## config.mk

```make
export PLATFORM = sky130hd
export DESIGN_NAME = light_level_scheduler
export DESIGN_NICKNAME = d
export VERILOG_FILES = /design/src/rtl/light_pkg.sv /design/src/rtl/light_level_scheduler_tick_timer.sv /design/src/rtl/light_level_scheduler.sv
export SDC_FILE = /design/constraint.sdc
export NUM_CORES = 1
export LEC_CHECK = 0
export CAP_MARGIN = 15
export CORE_UTILIZATION = 54
export CTS_BUF_LIST = sky130_fd_sc_hd__clkbuf_8
export CTS_CLUSTER_DIAMETER = 100
export DETAILED_ROUTE_END_ITERATION = 7
export PLACE_DENSITY = 0.9
export RECOVER_POWER = 50
export SKIP_LAST_GASP = 1
export SLEW_MARGIN = 20
export SYNTH_ARGS = -nofsm -noshare
export SYNTH_HDL_FRONTEND = slang
export SYNTH_SLANG_ARGS = --single-unit
```

## constraint.sdc

```tcl
create_clock -name i_clk -period 2.8 [get_ports i_clk]
set_input_delay 0.7 -clock i_clk [delete_from_list [all_inputs] [get_ports i_clk]]
set_output_delay 0.7 -clock i_clk [all_outputs]
set_load 0.02 [all_outputs]
```

## src/rtl/light_pkg.sv

```systemverilog
// Shared constants, FSM state type and direction helper for the light level scheduler.
package light_pkg;

  localparam int LVL_OFF        = 0;
  localparam int LVL_MAX        = 4;
  localparam int DEF_RAMP_TICKS = 50;
  localparam int DEF_IDLE_TICKS = 30000;

  typedef enum logic [1:0] {
    IDLE      = 2'd0,
    RAMP_UP   = 2'd1,
    RAMP_DOWN = 2'd2
  } state_t;

  // Where the FSM should sit given the target and the driven level.
  function automatic state_t select_dir(input int tgt, input int cur);
    if (tgt > cur)      return RAMP_UP;
    else if (tgt < cur) return RAMP_DOWN;
    else                return IDLE;
  endfunction

endpackage

```

## src/rtl/light_level_scheduler_tick_timer.sv

```systemverilog
// tick_timer: reloadable down-counter advanced by a tick enable, with a synchronous
// clear back to CLEAR_VAL and a terminal pulse on the enabled cycle at zero.
module tick_timer #(
  parameter int             W         = 16,
  parameter logic [W-1:0]   CLEAR_VAL = '0,
  parameter logic [W-1:0]   LOAD_VAL  = '0
) (
  input  logic i_clk,
  input  logic i_reset,
  input  logic i_clear,
  input  logic i_en,
  output logic o_terminal
);

  logic [W-1:0] r_count;

  always_ff @(posedge i_clk or posedge i_reset) begin
    if (i_reset) begin
      r_count <= CLEAR_VAL;
    end else if (i_clear) begin
      r_count <= CLEAR_VAL;
    end else if (i_en) begin
      r_count <= (r_count == '0) ? LOAD_VAL : r_count - W'(1);
    end
  end

  // Clear wins over a terminal event on the same cycle.
  assign o_terminal = i_en && !i_clear && (r_count == '0);

endmodule

```

## src/rtl/light_level_scheduler.sv

```systemverilog
// Fades the driven light level toward a button-controlled target, one level per ramp period.
// Optional idle auto-off is built when LIGHT_IDLE_TIMEOUT_EN is defined.
module light_level_scheduler
  import light_pkg::*;
#(
  parameter int MAX_LEVEL  = LVL_MAX,
  parameter int LEVEL_W    = 3,
  parameter int RAMP_TICKS = DEF_RAMP_TICKS,
  parameter int IDLE_TICKS = DEF_IDLE_TICKS,
  parameter int TICK_W     = 16
) (
  input  logic               i_clk,
  input  logic               i_reset,
  input  logic               i_tick,
  input  logic               i_btn_up,
  input  logic               i_btn_down,
  input  logic               i_btn_off,
  output logic [LEVEL_W-1:0] o_lightState,
  output logic [LEVEL_W-1:0] o_target,
  output logic               o_ramping,
  output logic               o_timeout
);

  localparam logic [LEVEL_W-1:0] C_MAX = LEVEL_W'(MAX_LEVEL);
  localparam logic [LEVEL_W-1:0] C_OFF = LEVEL_W'(LVL_OFF);

  if (RAMP_TICKS < 1 || IDLE_TICKS < 1 || MAX_LEVEL >= 2**LEVEL_W ||
      RAMP_TICKS - 1 >= 2**TICK_W || IDLE_TICKS - 1 >= 2**TICK_W) begin : g_cfg_check
    $error("light_level_scheduler: illegal parameter combination");
  end

  logic [LEVEL_W-1:0] r_cur, r_tgt, w_cur_next, w_tgt_next;
  state_t             r_state, w_state_next;
  logic               r_timeout;
  logic               w_up, w_down, w_activity, w_step, w_timeout;

  // Simultaneous up+down cancels out and is not treated as activity.
  assign w_up       = i_btn_up & ~i_btn_down;
  assign w_down     = i_btn_down & ~i_btn_up;
  assign w_activity = i_btn_off | w_up | w_down;

  always_comb begin
    w_tgt_next = r_tgt;
    if (i_btn_off)                 w_tgt_next = C_OFF;
    else if (w_up && r_tgt != C_MAX) w_tgt_next = r_tgt + LEVEL_W'(1);
    else if (w_down && r_tgt != C_OFF) w_tgt_next = r_tgt - LEVEL_W'(1);
    else if (w_timeout)            w_tgt_next = C_OFF;
  end

  tick_timer #(
    .W         (TICK_W),
    .CLEAR_VAL ('0),
    .LOAD_VAL  (TICK_W'(RAMP_TICKS - 1))
  ) u_ramp_timer (
    .i_clk      (i_clk),
    .i_reset    (i_reset),
    .i_clear    (r_state == IDLE),
    .i_en       (i_tick && r_state != IDLE),
    .o_terminal (w_step)
  );

`ifdef LIGHT_IDLE_TIMEOUT_EN
  // Counts down from IDLE_TICKS-1, so the terminal fires on the IDLE_TICKS-th quiet tick.
  tick_timer #(
    .W         (TICK_W),
    .CLEAR_VAL (TICK_W'(IDLE_TICKS - 1)),
    .LOAD_VAL  (TICK_W'(IDLE_TICKS - 1))
  ) u_idle_timer (
    .i_clk      (i_clk),
    .i_reset    (i_reset),
    .i_clear    (w_activity || r_tgt == C_OFF),
    .i_en       (i_tick),
    .o_terminal (w_timeout)
  );
`else
  assign w_timeout = 1'b0;
`endif

  always_comb begin
    w_state_next = r_state;
    w_cur_next   = r_cur;
    if (r_state == IDLE) begin
      w_state_next = select_dir(int'(r_tgt), int'(r_cur));
    end else if (r_tgt == r_cur) begin
      w_state_next = IDLE;
    end else if (w_step) begin
      // Direction comes from the target as it stood before this edge's button update.
      w_cur_next   = (r_tgt > r_cur) ? r_cur + LEVEL_W'(1) : r_cur - LEVEL_W'(1);
      w_state_next = select_dir(int'(r_tgt), int'(w_cur_next));
    end
  end

  always_ff @(posedge i_clk or posedge i_reset) begin
    if (i_reset) begin
      r_state   <= IDLE;
      r_cur     <= C_OFF;
      r_tgt     <= C_OFF;
      r_timeout <= 1'b0;
    end else begin
      r_state   <= w_state_next;
      r_cur     <= w_cur_next;
      r_tgt     <= w_tgt_next;
      r_timeout <= w_timeout;
    end
  end

  assign o_lightState = r_cur;
  assign o_target     = r_tgt;
  assign o_ramping    = (r_state != IDLE);
  assign o_timeout    = r_timeout;

endmodule

```

==> qor.log <==
INFO  layout         num-nets-final=221
INFO  drt            detail_route.first_pass.iterations=7
INFO  power_and_ir_drop leakagePower=0.9079nW
INFO  placement      postPlaceCellArea=1926um^2
INFO  worst_setup_path worst-endpoint-required=2.96ns
INFO  clock_network  cts.hold.buffers_added=0
INFO  power_and_ir_drop worst_ir_drop_vdd=894.2uV
INFO  global_routing largest_net_degree_at_the_start_of_global_routing=19
INFO  sta            timing.final.crit_period=2.960ns
INFO  die            die-area=3223um^2
INFO  yosys          async_reset_ff_share=100.0%
INFO  drt            totalWireLength=4823um
INFO  layout         fill_cells=156
INFO  yosys          post_synth_inst_count=169
INFO  yosys          postSynthRegisterBits=24
INFO  placement      gp_congestion=0.9258
INFO  clock_network  buffer_type_at_the_clock_tree_root=clkbuf_8
INFO  placement      post-place-ws=-0.1219ns
INFO  die            rows=19
INFO  sta            max_freq=337.9MHz
INFO  die            die_width=56.78um
INFO  layout         final_util=74.84%
INFO  die            floorplan.die.height=56.78um
INFO  outcome        status=finished with violations
INFO  worst_setup_path worstPathArrival=3.12ns
INFO  yosys          synth.lib_cells_used.distinct=51
INFO  sta            worstMarginPinSlew=0.7339ns
INFO  layout         layout-area-overhead-vs-synth=29.58%
INFO  yosys          post_synth.cell_area_avg=9.588um^2
INFO  worst_setup_path critPathCaptureType=flop
INFO  global_routing grt_use_total=28.28%
INFO  yosys          synth_enable_flop_cells=0
INFO  layout         layout_common_cells=buf_4, dfrtp_1, nor2_1, nand2_1, clkdlybuf4s50_1
INFO  placement      post-dp-hpwl=2929um
INFO  clock_network  insertion_delay=0.28ns
INFO  worst_setup_path timing_worst_setup_path_type=reg2reg
INFO  clock_network  clkSinkCount=24
INFO  yosys          synth.yosys.seq_area_share=37.07%
INFO  yosys          syn-cell-area=1620um^2
INFO  clock_network  tritoncts=yes
INFO  drt            number_of_violations_reported_at_the_end_of_detailed_routing_iteration_0=129
INFO  clock_network  cts.clk_slew.worst_paths=0.09ns
INFO  sta            fin_crit_sh=105.7%
INFO  power_and_ir_drop total_power=2.624mW
INFO  worst_setup_path critPathLaunchType=flop
INFO  drt            detailroute.via_count=1548
INFO  worst_setup_path crit_path_max_fo=4
INFO  placement      buffer_ports.inserted=12
INFO  yosys          ys_warn_count=0
INFO  global_routing antenna_found_initial=0
INFO  clock_network  tritoncts.num_buffers=3
INFO  sta            setup_viol_count_final=2
INFO  layout         post-route-cell-area=2100um^2
INFO  global_routing grt_remaining_overflow=0
INFO  power_and_ir_drop pwr_density_cell=1250nW/um^2
INFO  hold_path      worstHoldPathType=reg2reg
INFO  global_routing number_of_global_route_vias_before_repair=1495
INFO  layout         antenna_cells=0
INFO  sta            grt_setup_unrepaired=yes
INFO  drt            drc=2
INFO  layout         layout_commonest_cell=buf_4
INFO  sta            final_layout_worst_hold_slack=0.5608ns
INFO  sta            final-max-slew-violation-count=0
INFO  sta            setup_total_negative_slack=-0.2785ns
INFO  drt            final_antenna_violating_net_count=0
INFO  die            ios=14
INFO  die            core-area=2805um^2
INFO  sta            final.setup.worst_slack=-0.1595ns
INFO  sta            final-hold-violation-count=0
INFO  global_routing grt_first_pass_wirelength=6920um
INFO  job            cap_viol_max_count=0
INFO  layout         fraction_of_layout_instances_using_a_drive_strength_above_1=30.88%
INFO  yosys          synth_flop_cell=dfrtp_1
INFO  outcome        failed_checks=DRC, setup timing
INFO  drt            detail_route.wl_per_cell=20.52um
INFO  drt            routed_via_density=6.587
INFO  worst_setup_path regToRegSetupSlack=-0.16ns
INFO  clock_network  clock_tree.htree_level_count=1
INFO  sta            final.setup_skew=0.002495ns
INFO  clock_network  clock_path_buffers=2
INFO  layout         stdcell_count=235
INFO  sta            remaining_max_slew_budget_at_the_tightest_pin=51.02%
INFO  placement      place_inst=222
INFO  die            initial_core_util=57.76%
INFO  yosys          synthesis.nets=185
what timing repair did:
item / in CTS / in global routing
endpoints found under the setup margin: 1 / 2
gates resized for setup: 4 / 8
pin swaps: 1 / 6
setup buffers: 2 / 7
cells by family after synthesis:
kind of cell	after synthesis	synth area share (%)
buffers and inverters	16	3.938
xor gates and xnor gates	8	4.324
muxes	2	1.236
DFF	24	37.07
and+or+nand+nor	64	27.41
AOI/OAI and AO/OA	44	17.14
adders and majority gates	10	8.649
other	1	0.2314
routing by layer:
layer  global-route usage (%)  vias up  routed length [um]  share of wire (%)
li1                         -      678                   -                  -
met1                    33.04      757                1867                 39
met2                    48.81       90                2421                 50
met3                    6.221       23                 350                7.3
met4                    13.94        0                 184                3.8
met5                        0        -                   0                  0
critical path: stages, from the launching register on:
cell	delay, ns
dfrtp_2	0.44
inv_2	0.08
ha_4	0.22
and3b_2	0.22
a21oi_4	0.15
inv_2	0.05
fa_2	0.56
inv_2	0.05
ha_4	0.28
nor2b_4	0.14
o21a_1	0.17
buf_4	0.13
nor2_2	0.03
mux2i_1	0.19
o22ai_1	0.11
power by group:
group          internal (mW)  switching [mW]  total, mW
logic                  0.796           0.853       1.65
registers              0.478           0.178      0.657
clock network          0.192           0.128      0.319
Yosys cell counts (all sizes together), types with 2 or more instances:
master / count / area, um^2
xnor2: 6 / 52.55
mux2i: 2 / 20.02
nor4: 3 / 48.80
nand3b: 3 / 22.52
o21ai: 8 / 40.04
dfrtp: 24 / 600.6
nor3b: 4 / 46.29
nand3: 3 / 20.02
nor3: 6 / 46.30
nand2: 12 / 45.04
o22ai: 4 / 25.02
ha: 8 / 100.1
nor2b: 2 / 12.51
nand2b: 5 / 31.28
a21o: 2 / 15.01
a21oi: 13 / 65.06
xor2: 2 / 17.52
a31oi: 5 / 31.28
nor2: 16 / 65.06
inv: 14 / 52.55
nand4: 3 / 33.78
and2: 2 / 15.02
a311oi: 3 / 26.28
fa: 2 / 40.04
o21a: 2 / 15.01
final timing paths:
check,cells past startpoint,endpoint,start
hold reg to reg,1,u_ramp_timer.r_count[4]$_DFFE_PP0P_,u_ramp_timer.r_count[4]$_DFFE_PP0P_
setup reg to reg,14,r_state[1]$_DFFE_PP0P_,o_lightState[2]$_DFFE_PP0P_
setup / recovery,14,r_state[1]$_DFFE_PP0P_,o_lightState[2]$_DFFE_PP0P_
min in group asynchronous,2,o_target[1]$_DFFE_PP0P_,i_reset
hold / removal,1,u_ramp_timer.r_count[4]$_DFFE_PP0P_,u_ramp_timer.r_count[4]$_DFFE_PP0P_
max in group asynchronous,3,u_ramp_timer.r_count[7]$_DFFE_PP0P_,i_reset
registers in the layout, summed over array words and instances, names as in the netlist:
name / count
o_lightState: 3
u_ramp_timer.r_count: 16
o_target: 3
r_state: 2
layout make-up:
cell class | count | area, um^2 | share of cell area [%]
multi-input combinational | 129 | 1059 | 50.42
tap | 31 | 38.79 | 1.847
sequential | 24 | 608.1 | 28.96
clock buffer | 3 | 41.29 | 1.967
clock inverter | 1 | 30.03 | 1.430
inverter | 14 | 52.55 | 2.503
timing repair buffer | 33 | 270.3 | 12.87
No activity file was read; power rests on OpenSTA's default activity.
==> patch 1: new RTL, config.mk and constraints unchanged <==
The 3 states of `state_t` get a one-hot encoding in 3 bits.
--- a/src/rtl/light_pkg.sv
+++ b/src/rtl/light_pkg.sv
@@ -6,10 +6,10 @@
   localparam int DEF_RAMP_TICKS = 50;
   localparam int DEF_IDLE_TICKS = 30000;
 
-  typedef enum logic [1:0] {
-    IDLE      = 2'd0,
-    RAMP_UP   = 2'd1,
-    RAMP_DOWN = 2'd2
+  typedef enum logic [2:0] {
+    IDLE      = 3'b001,
+    RAMP_UP   = 3'b010,
+    RAMP_DOWN = 3'b100
   } state_t;
 
   // Where the FSM should sit given the target and the driven level.
Check against the original RTL: same outputs for any inputs over 10 cycles, from zero or initial values and one cycle with i_reset high; not proved beyond that.
==> patch 1 against the original RTL <==
- the run ends with setup timing left
- setup slack improved by 0.075 ns
- critical path type unchanged
- total power fell by 33%
- hold slack worse by 0.070 ns
- synthesized area rose by 1.5%
- sequential cell count rose by 1
- combinational power down 45%
- routed wire length is 9.2% lower
- cell area decreased by 4.2%
==> patch 1: results (changes against the original RTL) <==
Logic synthesis
  – Sequential-to-total area share from yosys stat: 0.3810 (+0.01033)
  – Synthesized Nets: 192 (+3.8%)
  – Commonest cells post-synth: dfrtp_1, inv_1, a21oi_1
  – Top cells by area, synth: dfrtp_1, ha_1, a21oi_1, inv_1, o21ai_0
  – Syn Area/Cell: 9.348 um^2 (-2.5%)
  – Distinct cells, synth: 46 (-9.8%)

Place
  – Post-DP HPWL: 2.924 mm (-0.15%)
  – Placed cells: 225 (+1.4%)
  – GPL Wtd Cong: 0.8822 (-4.7%)

Timing
  – Final setup viols: 3 (+1)
  – Max Clock Skew: 0.0007885 ns (-0.001706 ns)
  – Slew headroom: 0.07970 (-0.4305)
  – Fin Setup TNS: -0.2056 ns (+0.07287 ns)
  – Final worst slack: -0.08455 ns (+0.07499 ns)

Global route
  – Vias in the first global route: 1515 (+1.3%)
  – Largest net degree at the start of global routing: 26 (+7)
  – Overflow after GRT: 0 (unchanged)
  – GRT Overall Usage: 0.2835 (+0.0007339)
  – First-pass GRT wire length: 7.141 mm (+3.2%)

Min path
  – HP Class: reg2reg

Clocking
  – Post-CTS setup buffers: 6 (+4)
  – Clk buf depth: 2 (unchanged)
  – CTS clk-pin slew, worst paths: 0.09 ns (about the same)
  – CTS H-Tree Depth: 1 (unchanged)
  – CTS root buffer: clkbuf_8
  – Post-CTS resize count: 2 (-2)

Pwr
  – P_leak: 0.8324 nW (-8.3%)
  – Cell internal pwr: 0.001001 W (-32%)
  – Worst VDD drop: 0.0004880 V (-45%)

Status
  – Status: complete, but fails checks
  – Failing checks: setup timing

Drt
  – Wire length on met3: 322 um (-8.0%)
  – Drt wl/cell: 18.48 um (-10%)
  – DRT met1 WL: 1.761 mm (-5.7%)
  – Met2 routed WL: 2.128 mm (-12%)
  – TritonRoute pass-1 iters: 5 (-2)
  – Number of vias per cell: 6.641 (+0.82%)
  – DR iter-0 viols: 156 (+21%)

Critical path
  – Max Fanout on Critical Path: 3 (-1)
  – WP data arrival: 3.09 ns (-0.03 ns)

Layout
  – Final Net Count: 223 (+0.90%)
  – Non-filler cells, final: 237 (+0.85%)
  – Share of layout cells above drive strength 1: 0.2282 (-0.08067)
  – Largest register by flop count: u_ramp_timer.r_count
patch 1: cell types whose count changed after synthesis, sizes merged, moves of 4 or more:
cell,change
nor2,-8
nand2,-4
nand3,+4
o31ai,+5
or3,+4
patch 1: critical path: stages, from the launching register on:
cell,delay [ns]
dfrtp_2,0.45
ha_4,0.29
nand3b_1,0.12
nand2_2,0.11
nand2_2,0.08
fa_2,0.36
xor2_1,0.18
xnor2_1,0.13
ha_1,0.33
nand2_1,0.07
o21a_1,0.20
or3b_4,0.38
a21oi_2,0.12
patch 1: per-stage QoR:
stage | setup slack [ns] | hold slack, ns | area, um^2 | power (W)
after floorplan | -0.01610 | 0.4420 | 1689 | 0.001236
after global placement | 0.02947 | 0.4716 | 1904 | 0.001433
after detailed placement | -0.09100 | 0.4719 | 1904 | 0.001494
after CTS | 0.009245 | 0.4931 | 2009 | 0.001741
after global routing | -0.1864 | 0.5117 | 2012 | 0.001883
final | -0.08455 | 0.4904 | 2012 | 0.001770
patch 1: worst paths after layout:
kind	start	endpoint	depth (start not counted)
hold / removal	u_ramp_timer.r_count[15]$_DFFE_PP0P_	u_ramp_timer.r_count[15]$_DFFE_PP0P_	1
min in group asynchronous	i_reset	o_target[0]$_DFFE_PP0P_	3
setup reg to reg	o_target[1]$_DFFE_PP0P_	r_state[1]$_DFFE_PP0P_	12
max in group asynchronous	i_reset	o_lightState[1]$_DFFE_PP0P_	3
setup / recovery	o_target[1]$_DFFE_PP0P_	r_state[1]$_DFFE_PP0P_	12
hold reg to reg	u_ramp_timer.r_count[15]$_DFFE_PP0P_	u_ramp_timer.r_count[15]$_DFFE_PP0P_	1
patch 1: kinds of logic after synthesis:
group                    synth area share
AND/OR/NAND/NOR                    0.2175
flip-flops                         0.3810
other                            0.002279
multiplexers                      0.01825
buffers and inverters             0.05246
adder cells (fa/ha/maj)           0.08517
XOR/XNOR                          0.04258
AO/OA/AOI/OAI                      0.2008
patch 1: power groups by stage:
stage               Sequential (W)  Clock (W)  Combinational [W]
finish                    0.000646   0.000218           0.000907
global route              0.000661   0.000232           0.000990
CTS                       0.000639   0.000215           0.000887
detailed placement        0.000648          0           0.000847
global placement          0.000638          0           0.000795
floorplan                 0.000645          0           0.000590
patch 1: layer usage:
metal | track usage | vias to the layer above
met5 | 0 | -
met3 | 0.05442 | 19
met4 | 0.1010 | 0
met2 | 0.4672 | 97
met1 | 0.3744 | 748
li1 | - | 710
patch 1: cell type report:
type                       count  area [um^2]
timing repair buffer          31        259.0
sequential                    25        634.4
multi-input combinational    130        974.7
clock buffer                   3        41.29
tap                           31        38.79
clock inverter                 1        3.754
inverter                      16        60.06
fill                         197        817.0
==> patch 2: new RTL, same settings <==
Made on the original files. Add a define of `LIGHT_IDLE_TIMEOUT_EN`.
--- a/src/rtl/light_level_scheduler.sv
+++ b/src/rtl/light_level_scheduler.sv
@@ -1,5 +1,7 @@
 // Fades the driven light level toward a button-controlled target, one level per ramp period.
 // Optional idle auto-off is built when LIGHT_IDLE_TIMEOUT_EN is defined.
+`define LIGHT_IDLE_TIMEOUT_EN
+
 module light_level_scheduler
   import light_pkg::*;
 #(
Formal check against the unedited RTL: same outputs for any inputs over 10 cycles, from zero or initial values and one cycle with i_reset high; that may be too few to reach the edited logic, so the function may still have changed.
==> patch 2 against the original RTL <==
- the flow finishes with violations (setup timing)
- non-clock buffer count is the same
- synthesized area increased by 63%
- total power rose by 20%
- routed wire length up 38%
- sequential cell count is 17 higher
- fmax about the same
- cell area is 50% higher
- clock power up 49%
- setup slack improved by 0.0012 ns
- critical path type unchanged
- largest cell class unchanged
- largest power group unchanged
==> patch 2: results (changes against the original RTL) <==
Drt
  – Wire length on met3: 324 um (-7.4%)
  – TritonRoute pass-1 iters: 5 (-2)
  – Drt wl/cell: 16.94 um (-17%)
  – Met2 routed WL: 3.322 mm (+37%)
  – DRT met1 WL: 2.755 mm (+48%)
  – DR iter-0 viols: 295 (+130%)

Layout
  – Non-filler cells, final: 394 (+68%)
  – Fillers: 340 (+120%)
  – Share of layout cells above drive strength 1: 0.2202 (-0.08864)
  – Final Net Count: 346 (+57%)

Clocking
  – CTS H-Tree Depth: 2 (+1)
  – Num CTS Buffers: 5 (+2)

Logic synthesis
  – Synth Area in Compound Gates: 0.1876 (+0.01619)
  – Syn Area/Cell: 8.884 um^2 (-7.3%)
  – Sequential-to-total area share from yosys stat: 0.3922 (+0.02159)
  – Commonest cells post-synth: dfrtp_1, nor3_1, inv_1, nand2_1
  – Top cells by area, synth: dfrtp_1, dfstp_2, ha_1, nor3_1, a21oi_1
  – Mux cell area share after synthesis: 0.008507 (-0.003849)
  – Synth Area in Adders: 0.06900 (-0.01749)

Place
  – Placed cells: 379 (+71%)
  – IO Port Bufs: 13 (+1)
  – GPL Wtd Cong: 0.9161 (-1.0%)

Timing
  – Fin Setup TNS: -0.2078 ns (+0.07071 ns)
  – Final setup viols: 2 (unchanged)
  – Final worst slack: -0.1584 ns (+0.001161 ns)

Global route
  – Met1 Use GR: 0.3261 (-0.004212)
  – First-pass GRT wire length: 10.07 mm (+45%)
  – M2 GR Usage: 0.4172 (-0.07090)
  – GRT Overall Usage: 0.2472 (-0.03553)
  – Met3 usage: 0.04722 (-0.01499)

Status
  – Failing checks: setup timing
  – Status: complete, but fails checks

Critical path
  – Max Fanout on Critical Path: 3 (-1)
  – R2R cell count: 12 (-2)
  – WP data arrival: 3.17 ns (+0.05 ns)

Pwr
  – Comb group: 0.00176 W (+7%)
  – Sw frac: 0.4230 (-0.01846)
  – Worst VDD drop: 0.0005141 V (-43%)
  – P_leak: 1.283 nW (+41%)
patch 2: worst min-delay path by stage:
stage                                         start                              endpoint  slack [ns]  cells past startpoint
6_report       u_ramp_timer.r_count[10]$_DFFE_PP0P_  u_ramp_timer.r_count[10]$_DFFE_PP0P_        0.52                      1
3_5_place_dp   u_ramp_timer.r_count[10]$_DFFE_PP0P_  u_ramp_timer.r_count[10]$_DFFE_PP0P_        0.50                      1
3_3_place_gp   u_ramp_timer.r_count[11]$_DFFE_PP0P_  u_ramp_timer.r_count[11]$_DFFE_PP0P_        0.49                      1
5_1_grt        u_ramp_timer.r_count[11]$_DFFE_PP0P_  u_ramp_timer.r_count[11]$_DFFE_PP0P_        0.54                      1
4_1_cts        u_ramp_timer.r_count[10]$_DFFE_PP0P_  u_ramp_timer.r_count[10]$_DFFE_PP0P_        0.51                      1
2_1_floorplan  u_ramp_timer.r_count[10]$_DFFE_PP0P_  u_ramp_timer.r_count[10]$_DFFE_PP0P_        0.47                      1
patch 2: cell type report:
type / instances / area share
clock buffers: 5 / 0.02183
flip-flops and latches: 41 / 0.3317
repair buffers: 33 / 0.08810
inverters: 20 / 0.02381
multi-input cells: 225 / 0.4956
clock inverters: 3 / 0.01230
well taps: 67 / 0.02659
patch 2: stage by stage:
stage / setup WS (ns) / total power, W / area [um^2]
floorplan: 0.001854 / 0.001862 / 2659
global route: -0.2514 / 0.003351 / 3153
global placement: 0.06331 / 0.002120 / 2909
CTS: 0.004394 / 0.002829 / 3099
detailed placement: -0.07989 / 0.002203 / 2909
finish: -0.1584 / 0.003161 / 3153
patch 2: repair_timing:
item | CTS | global route
cloned | 0 | 0
resized for setup | 8 | 8
endpoints found under the setup margin | 2 | 2
setup buffers | 2 | 5
pin swaps | 4 | 6
